===== config.mk =====
export PLATFORM = sky130hd
export DESIGN_NAME = rf_wb_arbiter
export DESIGN_NICKNAME = d
export VERILOG_FILES = /design/src/rtl/rf_wb_arbiter_pkg.sv /design/src/rtl/rf_wb_fifo.sv /design/src/rtl/rf_wb_arbiter.sv
export SDC_FILE = /design/constraint.sdc
export NUM_CORES = 1
export LEC_CHECK = 0
export CORE_UTILIZATION = 40
export CTS_CLUSTER_SIZE = 25
export DETAILED_ROUTE_END_ITERATION = 8
export PLACE_DENSITY = 0.73
export SLEW_MARGIN = 15
export SYNTH_ARGS = -nofsm -noshare
export SYNTH_HDL_FRONTEND = slang
export SYNTH_SLANG_ARGS = --single-unit

===== constraint.sdc =====
create_clock -name Clk -period 5.6 [get_ports Clk]
set_input_delay 0.84 -clock Clk [delete_from_list [all_inputs] [get_ports Clk]]
set_output_delay 0.84 -clock Clk [all_outputs]
set_load 0.02 [all_outputs]

===== src/rtl/rf_wb_arbiter_pkg.sv =====
// Shared types and sizes for the register-file write-port arbiter.
package rf_wb_arbiter_pkg;

   localparam int REG_W    = 5;
   localparam int DATA_W   = 32;
   localparam int NUM_REGS = 32;
   localparam int ENTRY_W  = REG_W + DATA_W;

   // Wide enough to hold a popcount of every register (0..NUM_REGS).
   localparam int PCNT_W   = $clog2(NUM_REGS) + 1;

   // One MDU result waiting for the write port.
   typedef struct packed {
      logic [REG_W-1:0]  wn;
      logic [DATA_W-1:0] d;
   } fifo_entry_t;

   // Number of registers currently marked as awaiting an MDU result.
   function automatic logic [PCNT_W-1:0] pend_count(input logic [NUM_REGS-1:0] pend);
      logic [PCNT_W-1:0] n;
      n = '0;
      for (int i = 0; i < NUM_REGS; i++) begin
         n = n + PCNT_W'(pend[i]);
      end
      return n;
   endfunction

endpackage


===== src/rtl/rf_wb_fifo.sv =====
// DEPTH-entry synchronous FIFO holding MDU results until they win the write port.
// Handshake: push is accepted only while !full, pop is honoured only while !empty;
// the head is valid whenever empty is low and is removed at the posedge of a pop.
module rf_wb_fifo
   import rf_wb_arbiter_pkg::*;
#(
   parameter int DEPTH = 2
) (
   input  logic               clk,
   input  logic               rst_n,
   input  logic               push,
   input  logic [ENTRY_W-1:0] push_data,
   input  logic               pop,
   output logic               full,
   output logic               empty,
   output logic [ENTRY_W-1:0] head
);

   localparam int PTR_W = $clog2(DEPTH);

   // Pointers carry one extra wrap bit so full and empty can be told apart.
   logic [PTR_W:0]       wr_ptr_q, wr_ptr_d;
   logic [PTR_W:0]       rd_ptr_q, rd_ptr_d;
   logic [ENTRY_W-1:0]   mem_q [DEPTH];
   logic [ENTRY_W-1:0]   mem_d [DEPTH];

   // Status flags and head-of-queue read.
   always_comb begin
      empty = (wr_ptr_q == rd_ptr_q);
      full  = (wr_ptr_q[PTR_W] != rd_ptr_q[PTR_W]) &&
              (wr_ptr_q[PTR_W-1:0] == rd_ptr_q[PTR_W-1:0]);
      head  = mem_q[rd_ptr_q[PTR_W-1:0]];
   end

   // Next-state: write at the tail on an accepted push, advance the head on a pop.
   always_comb begin
      mem_d    = mem_q;
      wr_ptr_d = wr_ptr_q;
      rd_ptr_d = rd_ptr_q;
      if (push && !full) begin
         mem_d[wr_ptr_q[PTR_W-1:0]] = push_data;
         wr_ptr_d                   = wr_ptr_q + 1'b1;
      end
      if (pop && !empty) begin
         rd_ptr_d = rd_ptr_q + 1'b1;
      end
   end

   // Storage and pointer registers; clearing discards every queued entry.
   always_ff @(posedge clk or negedge rst_n) begin
      if (!rst_n) begin
         wr_ptr_q <= '0;
         rd_ptr_q <= '0;
         for (int i = 0; i < DEPTH; i++) begin
            mem_q[i] <= '0;
         end
      end else begin
         wr_ptr_q <= wr_ptr_d;
         rd_ptr_q <= rd_ptr_d;
         for (int i = 0; i < DEPTH; i++) begin
            mem_q[i] <= mem_d[i];
         end
      end
   end

endmodule


===== src/rtl/rf_wb_arbiter.sv =====
// Owner of the single register-file write port. The pipeline WB stage has
// priority; MDU results queue in a small FIFO and are written when WB is idle,
// or forcibly (WB hold bubble) once the queue has been starved long enough.
// A per-register pending scoreboard tracks issued MDU ops for ID-stage hazards.
//
// Handshakes: an MDU result is transferred on md_valid & md_ready at posedge;
// an MDU op is issued on iss_valid, which the ID stage raises only with iss_ok.
// wb_hold is a same-cycle command: the WB write is not performed while it is high.
module rf_wb_arbiter
   import rf_wb_arbiter_pkg::*;
#(
   parameter int DEPTH      = 2,
   parameter int STARVE_MAX = 4
) (
   input  logic        Clk,
   input  logic        Clrn,
   input  logic        wb_we,
   input  logic [4:0]  wb_wn,
   input  logic [31:0] wb_d,
   output logic        wb_hold,
   input  logic        md_valid,
   input  logic [4:0]  md_wn,
   input  logic [31:0] md_d,
   output logic        md_ready,
   input  logic        iss_valid,
   input  logic [4:0]  iss_wn,
   output logic        iss_ok,
   input  logic [4:0]  id_ra,
   input  logic [4:0]  id_rb,
   input  logic [4:0]  id_wn,
   output logic        id_stall,
   output logic        rf_we,
   output logic [4:0]  rf_wn,
   output logic [31:0] rf_d
);

   localparam int                CNT_W      = $clog2(STARVE_MAX + 1);
   localparam logic [CNT_W-1:0]  STARVE_LIM = CNT_W'(STARVE_MAX);
   localparam logic [PCNT_W-1:0] DEPTH_LIM  = PCNT_W'(DEPTH);

   logic                fifo_full;
   logic                fifo_empty;
   logic                fifo_push;
   logic                fifo_pop;
   logic [ENTRY_W-1:0]  fifo_push_data;
   logic [ENTRY_W-1:0]  fifo_head_raw;
   fifo_entry_t         fifo_head;
   fifo_entry_t         md_entry;

   logic                wb_win;
   logic [CNT_W-1:0]    starve_q, starve_d;
   logic [NUM_REGS-1:0] pend_q, pend_d;

   rf_wb_fifo #(
      .DEPTH (DEPTH)
   ) u_fifo (
      .clk       (Clk),
      .rst_n     (Clrn),
      .push      (fifo_push),
      .push_data (fifo_push_data),
      .pop       (fifo_pop),
      .full      (fifo_full),
      .empty     (fifo_empty),
      .head      (fifo_head_raw)
   );

   // Pack the incoming MDU result and unpack the queue head.
   always_comb begin
      md_entry.wn    = md_wn;
      md_entry.d     = md_d;
      fifo_push_data = md_entry;
      fifo_head      = fifo_entry_t'(fifo_head_raw);
   end

   // Write-port select: WB first unless the queue has starved, then the FIFO head.
   // Everything is qualified with Clrn so no write escapes while reset is asserted.
   always_comb begin
      wb_hold   = Clrn && !fifo_empty && (starve_q == STARVE_LIM);
      wb_win    = Clrn && !wb_hold && wb_we && (wb_wn != '0);
      fifo_pop  = Clrn && !wb_win && !fifo_empty;
      md_ready  = !fifo_full;
      fifo_push = md_valid && md_ready;
      rf_we     = 1'b0;
      rf_wn     = '0;
      rf_d      = '0;
      if (wb_win) begin
         rf_we = 1'b1;
         rf_wn = wb_wn;
         rf_d  = wb_d;
      end else if (fifo_pop && (fifo_head.wn != '0)) begin
         // A head aimed at r0 still pops, it just never reaches the regfile.
         rf_we = 1'b1;
         rf_wn = fifo_head.wn;
         rf_d  = fifo_head.d;
      end
   end

   // Starvation counter: counts cycles a waiting result loses to WB, clears on pop.
   always_comb begin
      starve_d = starve_q;
      if (fifo_pop) begin
         starve_d = '0;
      end else if (!fifo_empty && wb_win && (starve_q != STARVE_LIM)) begin
         starve_d = starve_q + 1'b1;
      end
   end

   // Pending scoreboard: clear on pop of that register, then set on issue so a
   // same-cycle issue to the register being retired keeps it pending.
   always_comb begin
      pend_d = pend_q;
      if (fifo_pop) begin
         pend_d[fifo_head.wn] = 1'b0;
      end
      if (iss_valid && (iss_wn != '0)) begin
         pend_d[iss_wn] = 1'b1;
      end
      pend_d[0] = 1'b0;
   end

   // Hazard outputs. pend_q[0] is never set, so r0 cannot cause a stall.
   // Limiting outstanding ops to DEPTH guarantees every result finds FIFO room.
   always_comb begin
      id_stall = pend_q[id_ra] | pend_q[id_rb] | pend_q[id_wn];
      iss_ok   = !pend_q[iss_wn] && (pend_count(pend_q) < DEPTH_LIM);
   end

   // State registers; reset drops all pending marks and the starvation history.
   always_ff @(posedge Clk or negedge Clrn) begin
      if (!Clrn) begin
         starve_q <= '0;
         pend_q   <= '0;
      end else begin
         starve_q <= starve_d;
         pend_q   <= pend_d;
      end
   end

endmodule


==> flow_summary.json, run 1 <==
{
  "grt_max_degree": 47,
  "outcome": "finished, violations left",
  "synth_commonest_cells": "dfrtp_1 (112), mux2_2 (64), o21ai_0 (62), inv_1 (55), mux2i_1 (45)",
  "synth_seq_cells": 112,
  "cts.sinks": 112,
  "critPathSlowestCell": "fa_1",
  "hold_slack_ns": 0.404,
  "synth_top_cell_area_share_pct": 38.4,
  "worst_slew_pin_slew_ns": 1.06,
  "cts_root_buffer": "clkbuf_16",
  "crit_path_end_kind": "output pin",
  "placed_cell_area_um2": 9030,
  "cp.required_ns": 4.76,
  "worstReg2RegStart": "u_fifo.rd_ptr_q[0]",
  "ys_top_cells_by_area": "dfrtp_1 (38%), mux2_2 (9.9%), mux2i_1 (6.2%)",
  "pre_cts_ws_ns": -0.514,
  "drc": 0,
  "crit_path_max_incr_delay_ns": 0.54,
  "met1_length_um": 7910,
  "rrSetupSlack_ns": 2.60,
  "fmax_mhz": 166,
  "r2r_cells": 5,
  "ctsHoldBuffers": 0,
  "place.gp.congestion": 0.974,
  "initial_utilization_pct": 40.8,
  "min_path_type": "input port to asynchronous set/reset pin",
  "relSlewSlack_pct": 29.7,
  "critPathBufInv": 5,
  "grt_usage_pct": 21.6,
  "grt_setup_unrepaired": "true",
  "ant_nets": 0,
  "dr_wl_met2_um": 9380,
  "row_count": 49,
  "critPathLaunchType": "flip-flop",
  "wl_per_cell_um": 19.3,
  "maxCapViolCount": 0,
  "syn_avg_cell_area_um2": 11.9,
  "crit_chain": "fa_1 > inv_1 > fa_1 > inv_1 > fa_1 > inv_1 > fa_1 > fa_1 > fa_1 > inv_2 > ha_4 > a21oi_2 > fa_2 > nand2_2 > nor3_2 > buf_4",
  "insertion_delay_ns": 0.35,
  "period_share_pct": 107,
  "cts_buffers": 9,
  "clkTransAtPathRegs_ns": 0.07,
  "synthDistinctLibCells": 58,
  "synth_most_common_cell": "dfrtp_1",
  "routed_wl_um": 19200,
  "ys_seq_area_share_pct": 38.4,
  "final_cell_area_um2": 9350,
  "drv_slew": 0,
  "cts_tree": "done",
  "r2r-end": "u_fifo.mem_q[33]",
  "top_layer_used": "met4",
  "syn_inst": 613,
  "grt_remaining_overflow": 0,
  "setup_viol": 1,
  "fp.dieH_um": 137,
  "finalNetCount": 892,
  "die_area_um2": 18800,
  "grt_pass1_wl_um": 30500,
  "htree_levels": 3,
  "synth_edf_count": 0,
  "core_area_um2": 17900,
  "ys.flop_type": "dfrtp_1",
  "crit_arrival_ns": 5.17,
  "dp_hpwl_um": 14400,
  "path_common_cell": "fa_1",
  "antenna_found_initial": 1,
  "worst_slack_ns": -0.409,
  "syn-num-nets": 744,
  "crit_family": "adder cells",
  "finClkSkew_ns": 0.00983,
  "grt_pass1_vias": 5771,
  "drtIter0Drc": 362,
  "layout.area.seq_um2": 2800,
  "dieWidth_um": 137,
  "port_buffers": 140,
  "n_fill_cell": 1588,
  "dr_wl_met3_um": 1350,
  "multi_input_area_um2": 4160,
  "min_period_ns": 6.01,
  "violations": "setup timing",
  "synth_warnings": 0,
  "vias_per_cell": 5.59,
  "finalHoldViolCount": 0,
  "syn_to_final_growth_pct": 28.0,
  "vias": 5566,
  "ys_async_sr_fraction_pct": 100,
  "drive_gt1_share_pct": 22.7,
  "clock_path_buffers": 2,
  "critPathKind": "flip-flop to output pin",
  "synth_largest_area_cell": "dfrtp_1",
  "path_max_fanout": 2,
  "dr.pass1.iters": 5,
  "ios": 141,
  "synth_area_um2": 7300
}
-- how the worst max path moves through the flow --
stage | start | endpoint | slack [ns] | depth (start not counted)
6_report | pend_q[18] | iss_ok | -0.41 | 16
5_1_grt | pend_q[18] | iss_ok | -0.62 | 17
4_1_cts | pend_q[18] | iss_ok | -0.43 | 16
3_5_place_dp | pend_q[18] | iss_ok | -0.51 | 17
3_3_place_gp | pend_q[18] | iss_ok | -0.46 | 17
2_1_floorplan | pend_q[18] | iss_ok | 0.08 | 16
-- flip-flops by register name, indices dropped and copies added, names as in the netlist --
| signal | count |
|---|---|
| u_fifo.wr_ptr_q | 2 |
| u_fifo.rd_ptr_q | 2 |
| starve_q | 3 |
| u_fifo.mem_q | 74 |
| pend_q | 31 |
-- cell type report --
class	instances	share of cell area (%)
tap	229	3.06
inverter	55	2.21
timing repair buffer	167	17.1
clock buffer	10	2.56
clock inverter	5	0.616
antenna	1	0.0268
sequential	112	30.0
multi-input combinational	416	44.4
-- logic make-up after synthesis --
family / count (synthesis) / share of synthesized area, %
fa+ha+maj: 32 / 7.74
compound gates: 141 / 15.8
mux: 148 / 25.1
buf+inv: 85 / 5.24
flops: 112 / 38.4
xor+xnor: 7 / 1.10
simple gates: 88 / 6.58
-- cell usage in the layout, fill, tap and decap left out, types with 6 or more instances in the layout --
cell and instances:
mux2i_1 45, mux2_1 19, nand2_1 20, mux4_2 20, o2bb2ai_1 8, nand3_1 10
dfrtp_1 111, o2bb2ai_2 29, buf_4 29, nor2b_1 10, nor2_1 13, clkdlybuf4s50_1 138
inv_1 54, xnor2_1 6, nand3b_1 9, o21ai_0 62, o22ai_1 6, a21oi_1 6
mux2_2 64, clkbuf_16 9, ha_1 9, fa_1 21
-- metal layers --
metal | GRT usage, % | up-vias
li1 | - | 2557
met1 | 26.6 | 2780
met2 | 36.3 | 193
met3 | 4.96 | 36
met4 | 9.28 | 0
met5 | 0 | -
-- repair_timing --
item                       4_1_cts  5_1_grt
buffers inserted                 0        0
pin swaps                        3        2
setup endpoints to repair        1        1
resized for setup                9        1
hold endpoints to repair         0        0
-- per-stage QoR --
stage          cells  util (%)  TNS [ns]
2_1_floorplan    613         -         0
3_3_place_gp     979      50.5    -0.457
3_5_place_dp     979      50.5    -0.514
4_1_cts          994      52.2    -0.431
5_1_grt          994      52.2    -0.618
6_report         995      52.2    -0.409
Power of run 1 is left out: the tool's default activity adds up to more than one toggle a clock period on the data nets, which glitch-free logic cannot reach.
==> run 2, diff against run 1 <==
Settings changed: CORE_ASPECT_RATIO from default to 1.5.
==> run 2 against run 1 <==
Net effect: the run ends with DRC, setup timing left; via count is 1.4% higher; hold slack better by 0.093 ns; register-to-register slack better by 0.42 ns; routed wire length is 2.3% lower; first-iteration DRC count is 11% higher; non-clock buffer count stayed put; clock-buffer cell count is 1 lower; final area hardly changed; sequential share of layout area hardly changed.
==> flow_summary.json, run 2 (synthesis gave the netlist of run 1 again) <==
{
  "layout.area.seq_um2": 2800,
  "hold_slack_ns": 0.496,
  "antenna_found_initial": 0,
  "fin_util_pct": 52.2,
  "grt_max_degree": 67,
  "grt_usage_pct": 20.8,
  "place.gp.congestion": 0.918,
  "relSlewSlack_pct": 28.9,
  "row_count": 60,
  "regMostFlops": "u_fifo.mem_q",
  "dp_hpwl_um": 14100,
  "wl_per_cell_um": 19.1,
  "period_share_pct": 108,
  "clkTransAtPathRegs_ns": 0.08,
  "finalNetCount": 892,
  "fmax_mhz": 165,
  "dr.pass1.iters": 6,
  "dieWidth_um": 112,
  "die_area_um2": 18800,
  "most-common-layout-cells": "clkdlybuf4s50_1 (138), dfrtp_1 (111), mux2_2 (64), o21ai_0 (62), inv_1 (53)",
  "worst_slew_pin_slew_ns": 1.07,
  "finClkSkew_ns": 0.0130,
  "cts_tree": "done",
  "cts.sinks": 112,
  "maxCapViolCount": 0,
  "drtIter0Drc": 403,
  "min_path_cells": 1,
  "setup_viol": 1,
  "critPathKind": "flip-flop to output pin",
  "outcome": "finished, violations left",
  "r2r_cells": 4,
  "cts_buffers": 9,
  "crit_path_end_kind": "output pin",
  "path_max_fanout": 2,
  "cts_root_buffer": "clkbuf_16",
  "worst_slack_ns": -0.448,
  "cp.required_ns": 4.76,
  "grt_setup_unrepaired": "true",
  "initial_utilization_pct": 40.7,
  "ctsHoldBuffers": 0,
  "cts_post_setup_buffers_inserted": 0,
  "critPathLaunchType": "flip-flop",
  "syn_to_final_growth_pct": 28.1,
  "grt_remaining_overflow": 0,
  "drc": 4,
  "multi_input_area_um2": 4160,
  "n_fill_cell": 1548,
  "largest_register_ffs": 74,
  "min_period_ns": 6.05,
  "min_path_type": "flip-flop to flip-flop",
  "clock_path_buffers": 2,
  "top_regs": "u_fifo.mem_q (74), pend_q (31), starve_q (3)",
  "fp.dieH_um": 168,
  "grt_pass1_vias": 5959,
  "insertion_delay_ns": 0.36,
  "drive_gt1_share_pct": 23.0,
  "ios": 141,
  "core_area_um2": 17900,
  "crit_arrival_ns": 5.21,
  "finalHoldViolCount": 0,
  "violations": "DRC, setup timing",
  "vias_per_cell": 5.74,
  "diodes": 0,
  "port_buffers": 140,
  "final_common_cell": "clkdlybuf4s50_1",
  "vias": 5643,
  "routed_wl_um": 18800,
  "ant_nets": 0,
  "drv_slew": 0,
  "htree_levels": 3,
  "grt_pass1_wl_um": 30600
}
[run 2: cell count changes in the layout (fill, tap and decap cells not counted), moves of 2 or more]
cell and delta:
clkinvlp_4 +2, clkinv_2 -2, clkinv_8 +2, clkinv_4 -2
[run 2: area by class of cell]
class                           count  area share (%)
Sequential cell                   112            30.0
Timing Repair Buffer              167            17.2
Clock inverter                      7           0.896
Clock buffer                        9            2.41
Tap cell                          217            2.90
Inverter                           55            2.21
Multi-Input combinational cell    416            44.4
[run 2: worst paths after layout]
check / startpoint / end / slack [ns]
worst min register to register: u_fifo.rd_ptr_q[1] / u_fifo.rd_ptr_q[1] / 0.50
worst min-delay path: u_fifo.rd_ptr_q[1] / u_fifo.rd_ptr_q[1] / 0.50
max in group asynchronous: Clrn / u_fifo.rd_ptr_q[0] / 3.76
worst max register to register: u_fifo.rd_ptr_q[0] / u_fifo.mem_q[30] / 3.02
worst max-delay path: pend_q[18] / iss_ok / -0.45
min in group asynchronous: Clrn / u_fifo.mem_q[19] / 0.52
[run 2: critical path, stage by stage, from the launching register on]
cell and delay [ns]:
dfrtp_1 0.41, fa_1 0.56, inv_2 0.04, fa_1 0.50
inv_1 0.05, fa_1 0.52, inv_1 0.06, fa_1 0.49
fa_1 0.44, fa_1 0.52, inv_2 0.05, ha_4 0.26
a21oi_2 0.06, fa_2 0.54, nand2_2 0.05, nor3_2 0.17
buf_4 0.16
[run 2: metal layers]
| layer | wire length (um) | track usage (%) | vias to the layer above |
|---|---|---|---|
| met5 | 0 | 0 | - |
| met4 | 767 | 10.6 | 0 |
| met3 | 1590 | 5.03 | 54 |
| met2 | 9210 | 35.0 | 294 |
| met1 | 7190 | 24.6 | 2739 |
| li1 | - | - | 2556 |
[run 2: per-stage QoR]
stage	TNS (ns)	instance area, um2	setup WS [ns]	cells
6_report	-0.448	9360	-0.448	983
3_3_place_gp	-0.474	9030	-0.474	967
2_1_floorplan	0	7310	0.0753	613
3_5_place_dp	-0.552	9030	-0.552	967
4_1_cts	-0.478	9340	-0.478	983
5_1_grt	-0.646	9360	-0.646	983
[run 2: repair_timing]
action,4_1_cts,5_1_grt
pin swaps,1,0
hold endpoints to repair,0,0
endpoints found under the setup margin,1,1
resized for setup,7,4
Power of run 2 is left out for the same reason.
==> run 3, diff against run 2 <==
Settings changed: DONT_BUFFER_PORTS from default to 1, GPL_TIMING_DRIVEN from default to 0, PLACE_DENSITY 0.73 to 0.55.
==> run 3 against run 2 <==
Net effect: the run still ends with DRC, setup timing left; sequential cell count did not move; maximum frequency is 0.90% higher; first-iteration DRC count fell by 52%.
==> flow_summary.json, run 3 (synthesis gave the netlist of run 1 again) <==
{
  "critPathKind": "flip-flop to output pin",
  "path_max_fanout": 2,
  "top_regs": "u_fifo.mem_q (74), pend_q (31), starve_q (3)",
  "maxCapViolCount": 0,
  "ctsHoldBuffers": 0,
  "htree_levels": 3,
  "finalHoldViolCount": 0,
  "period_share_pct": 107,
  "dr.pass1.iters": 6,
  "grt_setup_unrepaired": "true",
  "clock_path_buffers": 2,
  "final_common_cell": "dfrtp_1",
  "min_period_ns": 5.99,
  "grt_remaining_overflow": 0,
  "ant_nets": 0,
  "fp.dieH_um": 168,
  "dieWidth_um": 112,
  "clkTransAtPathRegs_ns": 0.08,
  "dp_hpwl_um": 15000,
  "vias": 5063,
  "diodes": 0,
  "grt_usage_pct": 21.6,
  "initial_utilization_pct": 40.7,
  "worst_slack_ns": -0.394,
  "drtIter0Drc": 195,
  "place.gp.congestion": 0.949,
  "drv_slew": 0,
  "hold_slack_ns": 0.172,
  "violations": "DRC, setup timing",
  "most-common-layout-cells": "dfrtp_1 (98), mux2_2 (64), o21ai_0 (62), inv_1 (53), mux2i_1 (45)",
  "vias_per_cell": 5.96,
  "cts_root_buffer": "clkbuf_16",
  "pre_cts_ws_ns": -0.337,
  "wl_per_cell_um": 23.0,
  "core_area_um2": 17900,
  "worst_slew_pin_slew_ns": 0.827,
  "critPathLaunchType": "flip-flop",
  "insertion_delay_ns": 0.35,
  "syn_to_final_growth_pct": 9.13,
  "cp.required_ns": 4.76,
  "routed_wl_um": 19600,
  "drive_gt1_share_pct": 29.0,
  "setup_viol": 1,
  "grt_pass1_vias": 5557,
  "regMostFlops": "u_fifo.mem_q",
  "grt_max_degree": 116,
  "die_area_um2": 18800,
  "drc": 5,
  "relSlewSlack_pct": 44.9,
  "min_path_type": "input port to asynchronous set/reset pin",
  "ios": 141,
  "grt_pass1_wl_um": 30700,
  "finalNetCount": 758,
  "cts.sinks": 112,
  "antenna_found_initial": 0,
  "outcome": "finished, violations left",
  "largest_register_ffs": 74,
  "fmax_mhz": 167,
  "crit_arrival_ns": 5.15,
  "finClkSkew_ns": 0.0110,
  "crit_path_end_kind": "output pin",
  "cts_tree": "done",
  "port_buffers": 0,
  "cts_buffers": 9,
  "row_count": 60
}
-- run 3: final cells by class --
| cell class | count | area (um2) |
|---|---|---|
| repair buffers | 3 | 22.5 |
| multi-input cells | 416 | 4170 |
| flip-flops and latches | 112 | 2820 |
| clock buffers | 10 | 239 |
| fillers | 1664 | 9970 |
| plain buffers | 30 | 176 |
| well taps | 217 | 272 |
| clock inverters | 6 | 67.6 |
| inverters | 55 | 206 |
-- run 3: through the flow --
stage | setup TNS (ns) | area (um2) | utilization (%) | cells
detailed placement | -0.337 | 7580 | 42.3 | 830
floorplan | 0 | 7310 | - | 613
global route | -0.538 | 7970 | 44.4 | 849
finish | -0.394 | 7970 | 44.4 | 849
global placement | -0.262 | 7580 | 42.3 | 830
CTS | -0.451 | 7970 | 44.4 | 849
-- run 3: repair_timing --
action,CTS,global route
pin swaps,5,0
buffers inserted,3,0
endpoints found under the setup margin,1,1
resized for setup,23,1
-- run 3: worst paths after layout --
check	from	endpoint	slack (ns)	depth (start not counted)
max in group asynchronous	Clrn	u_fifo.mem_q[14]	5.25	0
min in group Clk	u_fifo.mem_q[57]	u_fifo.mem_q[57]	0.49	1
max reg2reg	u_fifo.wr_ptr_q[1]	u_fifo.mem_q[72]	3.28	7
min	Clrn	u_fifo.mem_q[28]	0.17	0
max	pend_q[18]	iss_ok	-0.39	15
min reg2reg	u_fifo.mem_q[57]	u_fifo.mem_q[57]	0.49	1
-- run 3: worst max-delay path, stage by stage, from the launching register on --
cell and delay, ns:
dfrtp_2 0.44, fa_1 0.53, inv_1 0.06, fa_1 0.49
inv_1 0.05, fa_1 0.48, inv_1 0.05, fa_1 0.50
fa_1 0.43, fa_1 0.50, inv_2 0.05, ha_4 0.26
a21oi_4 0.06, fa_2 0.56, nand2_2 0.06, nor3_4 0.30
-- run 3: per-layer routing --
metal	global-route usage, %	vias to the layer above	wire (um)
met3	5.03	35	1240
met1	23.9	2576	7320
li1	-	2276	-
met4	8.41	0	506
met5	0	-	0
met2	39.6	176	10500
Power of run 3 is left out for the same reason.
